[src/rtl/calc_pkg.sv]
// Shared definitions for the keypad calculator: scancodes, operator
// encodings, controller state encoding and key decoding helpers.
package calc_pkg;

  // Released-key scancodes
  localparam logic [7:0] SC_0     = 8'h45;
  localparam logic [7:0] SC_1     = 8'h16;
  localparam logic [7:0] SC_2     = 8'h1E;
  localparam logic [7:0] SC_3     = 8'h26;
  localparam logic [7:0] SC_4     = 8'h25;
  localparam logic [7:0] SC_5     = 8'h2E;
  localparam logic [7:0] SC_6     = 8'h36;
  localparam logic [7:0] SC_7     = 8'h3D;
  localparam logic [7:0] SC_8     = 8'h3E;
  localparam logic [7:0] SC_9     = 8'h46;
  localparam logic [7:0] SC_ADD   = 8'h79;
  localparam logic [7:0] SC_SUB   = 8'h7B;
  localparam logic [7:0] SC_MUL   = 8'h7C;
  localparam logic [7:0] SC_DIV   = 8'h4A;
  localparam logic [7:0] SC_ENTER = 8'h5A;
  localparam logic [7:0] SC_ESC   = 8'h76;

  // Operator encodings as presented on the op output
  localparam logic [2:0] OP_ADD  = 3'b000;
  localparam logic [2:0] OP_SUB  = 3'b001;
  localparam logic [2:0] OP_MUL  = 3'b010;
  localparam logic [2:0] OP_DIV  = 3'b011;
  localparam logic [2:0] OP_NONE = 3'b111;

  typedef enum logic [2:0] {
    S_LEFT  = 3'd0,
    S_OP    = 3'd1,
    S_RIGHT = 3'd2,
    S_READY = 3'd3,
    S_DIV   = 3'd4,
    S_SHOW  = 3'd5
  } state_t;

  typedef enum logic [2:0] {
    K_NONE  = 3'd0,
    K_DIGIT = 3'd1,
    K_OPER  = 3'd2,
    K_ENTER = 3'd3,
    K_ESC   = 3'd4
  } key_kind_t;

  typedef struct packed {
    key_kind_t  kind;
    logic [3:0] digit;
    logic [2:0] op;
  } key_t;

  // Returns {is_digit, value}; value is zero for non-digit codes.
  function automatic logic [4:0] decode_digit(input logic [7:0] sc);
    logic [4:0] r;
    case (sc)
      SC_0:    r = {1'b1, 4'd0};
      SC_1:    r = {1'b1, 4'd1};
      SC_2:    r = {1'b1, 4'd2};
      SC_3:    r = {1'b1, 4'd3};
      SC_4:    r = {1'b1, 4'd4};
      SC_5:    r = {1'b1, 4'd5};
      SC_6:    r = {1'b1, 4'd6};
      SC_7:    r = {1'b1, 4'd7};
      SC_8:    r = {1'b1, 4'd8};
      SC_9:    r = {1'b1, 4'd9};
      default: r = '0;
    endcase
    return r;
  endfunction

  // Classifies a scancode into digit / operator / Enter / Esc / ignored.
  function automatic key_t decode_key(input logic [7:0] sc);
    key_t       k;
    logic [4:0] d;
    d       = decode_digit(sc);
    k.kind  = K_NONE;
    k.digit = d[3:0];
    k.op    = OP_NONE;
    if (d[4]) begin
      k.kind = K_DIGIT;
    end else begin
      case (sc)
        SC_ADD:   begin k.kind = K_OPER; k.op = OP_ADD; end
        SC_SUB:   begin k.kind = K_OPER; k.op = OP_SUB; end
        SC_MUL:   begin k.kind = K_OPER; k.op = OP_MUL; end
        SC_DIV:   begin k.kind = K_OPER; k.op = OP_DIV; end
        SC_ENTER: k.kind = K_ENTER;
        SC_ESC:   k.kind = K_ESC;
        default:  k.kind = K_NONE;
      endcase
    end
    return k;
  endfunction

endpackage

[src/rtl/calc_ctrl_div.sv]
// Multi-cycle restoring divider: one quotient bit per clock, WIDTH steps.
// done is a one-cycle pulse; quotient holds until the next start.
module div_unit
  import calc_pkg::*;
#(
  parameter int unsigned WIDTH = 4
) (
  input  logic             clk,
  input  logic             reset,
  input  logic             start,
  input  logic             abort,
  input  logic [WIDTH-1:0] dividend,
  input  logic [WIDTH-1:0] divisor,
  output logic             done,
  output logic [WIDTH-1:0] quotient
);

  localparam int unsigned CW = $clog2(WIDTH);

  logic             active_q, active_d;
  logic [CW-1:0]    step_q, step_d;
  logic [WIDTH-1:0] rem_q, rem_d;
  logic [WIDTH-1:0] quo_q, quo_d;
  logic [WIDTH-1:0] dvs_q, dvs_d;
  logic             done_q, done_d;
  logic [WIDTH:0]   shifted;

  // Partial remainder with the next dividend bit shifted in.
  assign shifted = {rem_q, quo_q[WIDTH-1]};

  // Next-state for one restoring step; abort beats start beats stepping.
  always_comb begin
    active_d = active_q;
    step_d   = step_q;
    rem_d    = rem_q;
    quo_d    = quo_q;
    dvs_d    = dvs_q;
    done_d   = 1'b0;
    if (abort) begin
      active_d = 1'b0;
    end else if (start) begin
      active_d = 1'b1;
      step_d   = '0;
      rem_d    = '0;
      quo_d    = dividend;
      dvs_d    = divisor;
    end else if (active_q) begin
      if (shifted >= {1'b0, dvs_q}) begin
        rem_d = WIDTH'(shifted - {1'b0, dvs_q});
        quo_d = {quo_q[WIDTH-2:0], 1'b1};
      end else begin
        rem_d = shifted[WIDTH-1:0];
        quo_d = {quo_q[WIDTH-2:0], 1'b0};
      end
      step_d = step_q + CW'(1);
      if (step_q == CW'(WIDTH - 1)) begin
        active_d = 1'b0;
        done_d   = 1'b1;
      end
    end
  end

  // Divider registers with synchronous reset.
  always_ff @(posedge clk) begin
    if (reset) begin
      active_q <= 1'b0;
      step_q   <= '0;
      rem_q    <= '0;
      quo_q    <= '0;
      dvs_q    <= '0;
      done_q   <= 1'b0;
    end else begin
      active_q <= active_d;
      step_q   <= step_d;
      rem_q    <= rem_d;
      quo_q    <= quo_d;
      dvs_q    <= dvs_d;
      done_q   <= done_d;
    end
  end

  assign done     = done_q;
  assign quotient = quo_q;

endmodule

[src/rtl/calc_ctrl.sv]
// Keypad calculator controller: collects left operand, operator and right
// operand from key-release strobes and computes a 4-bit result on Enter.
module calc_ctrl
  import calc_pkg::*;
#(
  parameter int unsigned WIDTH = 4
) (
  input  logic             clk,
  input  logic             reset,
  input  logic             flag,
  input  logic [7:0]       scancode,
  output logic [WIDTH-1:0] left,
  output logic [WIDTH-1:0] right,
  output logic [2:0]       op,
  output logic [WIDTH-1:0] result,
  output logic             result_valid,
  output logic             div_err,
  output logic             busy
);

  state_t           state_q, state_d;
  logic [WIDTH-1:0] left_q, left_d;
  logic [WIDTH-1:0] right_q, right_d;
  logic [2:0]       op_q, op_d;
  logic [WIDTH-1:0] result_q, result_d;
  logic             valid_q, valid_d;
  logic             err_q, err_d;
  logic             busy_q, busy_d;

  key_t               key;
  logic               is_digit, is_oper, is_enter, is_esc;
  logic [2*WIDTH-1:0] product;
  logic               div_start, div_abort, div_done;
  logic [WIDTH-1:0]   div_quotient;

  assign key      = decode_key(scancode);
  assign is_digit = flag && (key.kind == K_DIGIT);
  assign is_oper  = flag && (key.kind == K_OPER);
  assign is_enter = flag && (key.kind == K_ENTER);
  assign is_esc   = flag && (key.kind == K_ESC);
  assign product  = left_q * right_q;

  // Controller next-state; Esc takes precedence in every state.
  always_comb begin
    state_d   = state_q;
    left_d    = left_q;
    right_d   = right_q;
    op_d      = op_q;
    result_d  = result_q;
    valid_d   = valid_q;
    err_d     = err_q;
    busy_d    = busy_q;
    div_start = 1'b0;
    div_abort = 1'b0;
    if (is_esc) begin
      state_d   = S_LEFT;
      left_d    = '0;
      right_d   = '0;
      op_d      = OP_NONE;
      result_d  = '0;
      valid_d   = 1'b0;
      err_d     = 1'b0;
      busy_d    = 1'b0;
      div_abort = 1'b1;
    end else begin
      case (state_q)
        S_LEFT: begin
          if (is_digit) begin
            left_d  = key.digit;
            valid_d = 1'b0;
            err_d   = 1'b0;
            state_d = S_OP;
          end
        end
        S_OP: begin
          if (is_digit) begin
            left_d  = key.digit;
            valid_d = 1'b0;
            err_d   = 1'b0;
          end else if (is_oper) begin
            op_d    = key.op;
            state_d = S_RIGHT;
          end
        end
        S_RIGHT: begin
          if (is_digit) begin
            right_d = key.digit;
            state_d = S_READY;
          end else if (is_oper) begin
            op_d = key.op;
          end
        end
        S_READY: begin
          if (is_digit) begin
            right_d = key.digit;
          end else if (is_oper) begin
            op_d = key.op;
          end else if (is_enter) begin
            case (op_q)
              OP_ADD: begin
                result_d = left_q + right_q;
                valid_d  = 1'b1;
                state_d  = S_SHOW;
              end
              OP_SUB: begin
                result_d = left_q - right_q;
                valid_d  = 1'b1;
                state_d  = S_SHOW;
              end
              OP_MUL: begin
                result_d = product[WIDTH-1:0];
                valid_d  = 1'b1;
                state_d  = S_SHOW;
              end
              OP_DIV: begin
                if (right_q == '0) begin
                  result_d = '1;
                  err_d    = 1'b1;
                  valid_d  = 1'b1;
                  state_d  = S_SHOW;
                end else begin
                  div_start = 1'b1;
                  busy_d    = 1'b1;
                  state_d   = S_DIV;
                end
              end
              default: ;
            endcase
          end
        end
        S_DIV: begin
          if (div_done) begin
            result_d = div_quotient;
            valid_d  = 1'b1;
            busy_d   = 1'b0;
            state_d  = S_SHOW;
          end
        end
        S_SHOW: begin
          if (is_digit) begin
            left_d  = key.digit;
            op_d    = OP_NONE;
            valid_d = 1'b0;
            err_d   = 1'b0;
            state_d = S_OP;
          end
        end
        default: state_d = S_LEFT;
      endcase
    end
  end

  // Controller registers with synchronous reset overriding any key.
  always_ff @(posedge clk) begin
    if (reset) begin
      state_q  <= S_LEFT;
      left_q   <= '0;
      right_q  <= '0;
      op_q     <= OP_NONE;
      result_q <= '0;
      valid_q  <= 1'b0;
      err_q    <= 1'b0;
      busy_q   <= 1'b0;
    end else begin
      state_q  <= state_d;
      left_q   <= left_d;
      right_q  <= right_d;
      op_q     <= op_d;
      result_q <= result_d;
      valid_q  <= valid_d;
      err_q    <= err_d;
      busy_q   <= busy_d;
    end
  end

  div_unit #(
    .WIDTH(WIDTH)
  ) u_div (
    .clk      (clk),
    .reset    (reset),
    .start    (div_start),
    .abort    (div_abort),
    .dividend (left_q),
    .divisor  (right_q),
    .done     (div_done),
    .quotient (div_quotient)
  );

  assign left         = left_q;
  assign right        = right_q;
  assign op           = op_q;
  assign result       = result_q;
  assign result_valid = valid_q;
  assign div_err      = err_q;
  assign busy         = busy_q;

endmodule

[config.mk]
export PLATFORM = sky130hd
export DESIGN_NAME = calc_ctrl
export DESIGN_NICKNAME = d
export VERILOG_FILES = /design/src/rtl/calc_pkg.sv /design/src/rtl/calc_ctrl_div.sv /design/src/rtl/calc_ctrl.sv
export SDC_FILE = /design/constraint.sdc
export NUM_CORES = 1
export LEC_CHECK = 0
export CORE_MARGIN = 2
export CORE_UTILIZATION = 45
export DETAILED_ROUTE_END_ITERATION = 8
export PLACE_DENSITY = 0.68
export REMOVE_ABC_BUFFERS = 1
export SLEW_MARGIN = 10
export SYNTH_ARGS = -nofsm -noshare
export SYNTH_HDL_FRONTEND = slang
export SYNTH_SLANG_ARGS = --single-unit
[constraint.sdc]
create_clock -name clk -period 2.09 [get_ports clk]
set_input_delay 0.418 -clock clk [delete_from_list [all_inputs] [get_ports clk]]
set_output_delay 0.418 -clock clk [all_outputs]
set_load 0.02 [all_outputs]
==> results by group <==
CTS
  • CTS tree: built
  • CTS Hold Bufs: 0
  • Clock sink count: 37
  • Clock-pin slew on the worst setup and hold paths: 70 ps
  • Skew-Pair Late Insertion Delay: 300 ps
  • Root Driver: clkbuf_8
  • Htree depth: 2
  • Total CTS buffers: 5
  • Max clock buf depth: 2

Routing
  • Mean routed wirelength per cell: 14.5 um
  • Vias per cell: 5.37
  • TritonRoute pass-1 iters: 4
  • Vias: 2,586
  • Final WL: 7010 um
  • Iteration-0 DRC Markers: 128
  • Antenna-violating nets left: 0
  • # DRC: 0

STA
  • Slew Limit Fails: 0
  • Unrepaired setup endpoints after global routing: true
  • Fin Setup TNS: 0 ps
  • Slew HR: 0.776
  • Setup violators final: 0
  • Worst path setup slack after routing: 7.92 ps
  • Fin crit share: 0.996
  • Fin crit period: 2080 ps
  • Max frequency: 0.480 GHz
  • Final hold vios: 0
  • Worst-Margin Slew: 333 ps
  • Final Skew: 11.4 ps

Synth
  • Main synth FF type: dfxtp_1
  • Yosys reg bits: 37
  • Seq/Total Area, Yosys: 0.271
  • Area leader, netlist: dfxtp_1
  • Top cell type's share of synthesized area: 0.271
  • Syn Area/Cell: 8.56 sq um
  • Ys Warns: 0
  • Post-synth EDFFs: 0
  • Cell with the most instances after synthesis: dfxtp_1
  • Synth area leaders: dfxtp_1 (27%), ha_1 (6.4%), mux2i_1 (5.5%)
  • Cell variety after synth: 65
  • Post-synth top cells: dfxtp_1 (37), nor2_1 (35), nand2_1 (28)
  • Post-synth ARST share: 0
  • Post-synthesis cell area: 2730 sq um
  • Mapped Cells: 319

Worst hold path
  • Min-Delay Path Depth: 2
  • HP Start: u_div.rem_q[3]
  • Hold Path Class: reg2reg
  • Hold Path End: u_div.rem_q[3]

Cells and area
  • Post-layout net count: 433
  • Ant. Diodes: 0
  • Post-layout util: 0.646
  • Syn-to-layout area delta: 39.3%
  • Layout cells sized above 1: 0.334

Floorplanning
  • Die area: 6710 sq um
  • Die width: 81.9 um
  • Initial Util: 0.464
  • # IOs: 29
  • Std cell rows: 28
  • Core area: 5890 sq um
  • Die Y: 81.9 um

Critical path
  • CP max FO: 4
  • FF-to-FF path depth: 9
  • Arrival time worst endpoint: 2290 ps
  • Slowest cell on the critical path: dfxtp_2
  • R2R Path Start: right[1]
  • Critical Path Sink Type: register
  • Worst path cell trace: inv_1, ha_4, mux2i_4, buf_4, fa_2, xnor2_2, a211oi_2, a21oi_1, a211oi_1
  • WP data required: 2290 ps
  • R2R setup slack: 8 ps
  • Crit Path Class: reg2reg
  • Worst Setup Start Kind: register
  • RR Endpoint: result[2]
  • Max incr delay on CP: 370 ps

Power
  • Switch share: 0.254
  • P per Cell Area: 358 nW/um^2
  • Internal cell power: 1.02 mW
  • Sequential power share: 0.517
  • Clock share of power: 0.364
  • Power Total: 1.36 mW
  • Leak: 1.58 nW
  • VDD IR max: 0.000304 V
  • Net Sw Power: 0.346 mW
  • Combinational Power Share: 0.119

GRT
  • Met3 Usage GRT: 0.0264
  • GR Util met1: 0.262
  • First-pass GRT wire length: 11,200 um
  • Met2 GRT Util: 0.386
  • Initial antenna violation count: 0
  • Largest net degree at the start of global routing: 14
  • GRT Max-Usage Layer: met2
  • Gr usage total: 0.215
  • Gr ovfl total: 0
  • Vias in the first global route: 2,420

Run
  • Maxcap violations: 0

Placement
  • RePlAce Congestion: 0.905
  • Post-DP HPWL: 5320 um
  • PortBufs: 28
  • Placement Setup Slack: -381 ps

Run status
  • Status: finished clean
[layout by cell type, fill, tap and decap left out, drive strengths merged, types with 4 or more instances in the layout]
cell type,instances
o22ai,4
nand3,6
nor3,13
mux2i,15
a211oi,11
o21ai,7
and2,6
dlymetal6s2s,6
clkdlybuf4s50,21
dfxtp,37
xor2,5
nand2b,7
nand3b,4
o31ai,5
buf,70
ha,14
a21oi,16
clkbuf,6
nor2,39
inv,15
nand2,29
xnor2,12
nor2b,6
[kinds of logic (layout without fill, tap and decap cells)]
kind of cell	count (synthesis)	in the layout	synth area share
mux	18	18	0.0673
simple gates	136	136	0.279
fa+ha+maj	16	16	0.0788
buf+inv	33	121	0.0669
compound gates	62	62	0.183
flops	37	37	0.271
xor+xnor	17	17	0.0545
[state kept, by name, summed over array words and instances, names as in the netlist]
signal          count
div_err             1
left                4
result_valid        1
busy                1
u_div.active_q      1
state_q             3
result              4
right               4
u_div.rem_q         4
u_div.step_q        2
u_div.dvs_q         4
op                  3
u_div.quotient      4
u_div.done          1
[power by group through the flow]
stage / combinational [mW] / clock (mW) / sequential (mW)
global placement: 0.158 / 0 / 0.722
finish: 0.162 / 0.496 / 0.705
floorplan: 0.0549 / 0 / 0.723
detailed placement: 0.159 / 0 / 0.722
global route: 0.176 / 0.528 / 0.705
CTS: 0.160 / 0.500 / 0.705
[per-stage QoR]
stage	cell area (sq um)	std cells	hold WS (ps)
6_report	3800	482	457
5_1_grt	3800	482	490
4_1_cts	3640	480	460
3_5_place_dp	3480	471	450
3_3_place_gp	3480	471	442
2_1_floorplan	2610	301	432
[cell type report]
class / instances / area (sq um)
clock buffer: 6 / 72.6
tap: 75 / 93.8
fill: 469 / 2080
clock inverter: 2 / 10.0
inverter: 15 / 56.3
timing repair buffer: 98 / 827
sequential: 37 / 744
multi-input combinational: 249 / 2000
[critical path, delay by kind of cell (launching register included)]
family,cells,cell delay [ps]
XOR/XNOR,1,140
flip-flops,1,370
adder cells (fa/ha/maj),2,650
buffers and inverters,2,230
AO/OA/AOI/OAI,3,540
multiplexers,1,60
[what timing repair did]
item	4_1_cts	5_1_grt
setup buffers	1	2
resized for setup	17	32
endpoints found under the setup margin	15	25
pin swaps	9	16
[how the worst max path moves through the flow]
stage | from | end | slack [ps] | cells after the start
final | right[1] | result[2] | 8 | 9
after global routing | op[0] | result[2] | -90 | 9
after CTS | right[1] | result[3] | -20 | 9
after detailed placement | scancode[4] | right[2] | -380 | 8
after global placement | scancode[6] | op[0] | -340 | 8
after floorplan | op[0] | result[3] | -200 | 8
[per-layer routing]
| layer | vias to the layer above | wire, um |
|---|---|---|
| met2 | 52 | 3700 |
| met5 | - | 0 |
| li1 | 1307 | - |
| met4 | 0 | 119 |
| met1 | 1215 | 3010 |
| met3 | 12 | 170 |
(Power assumes the default switching activity.)
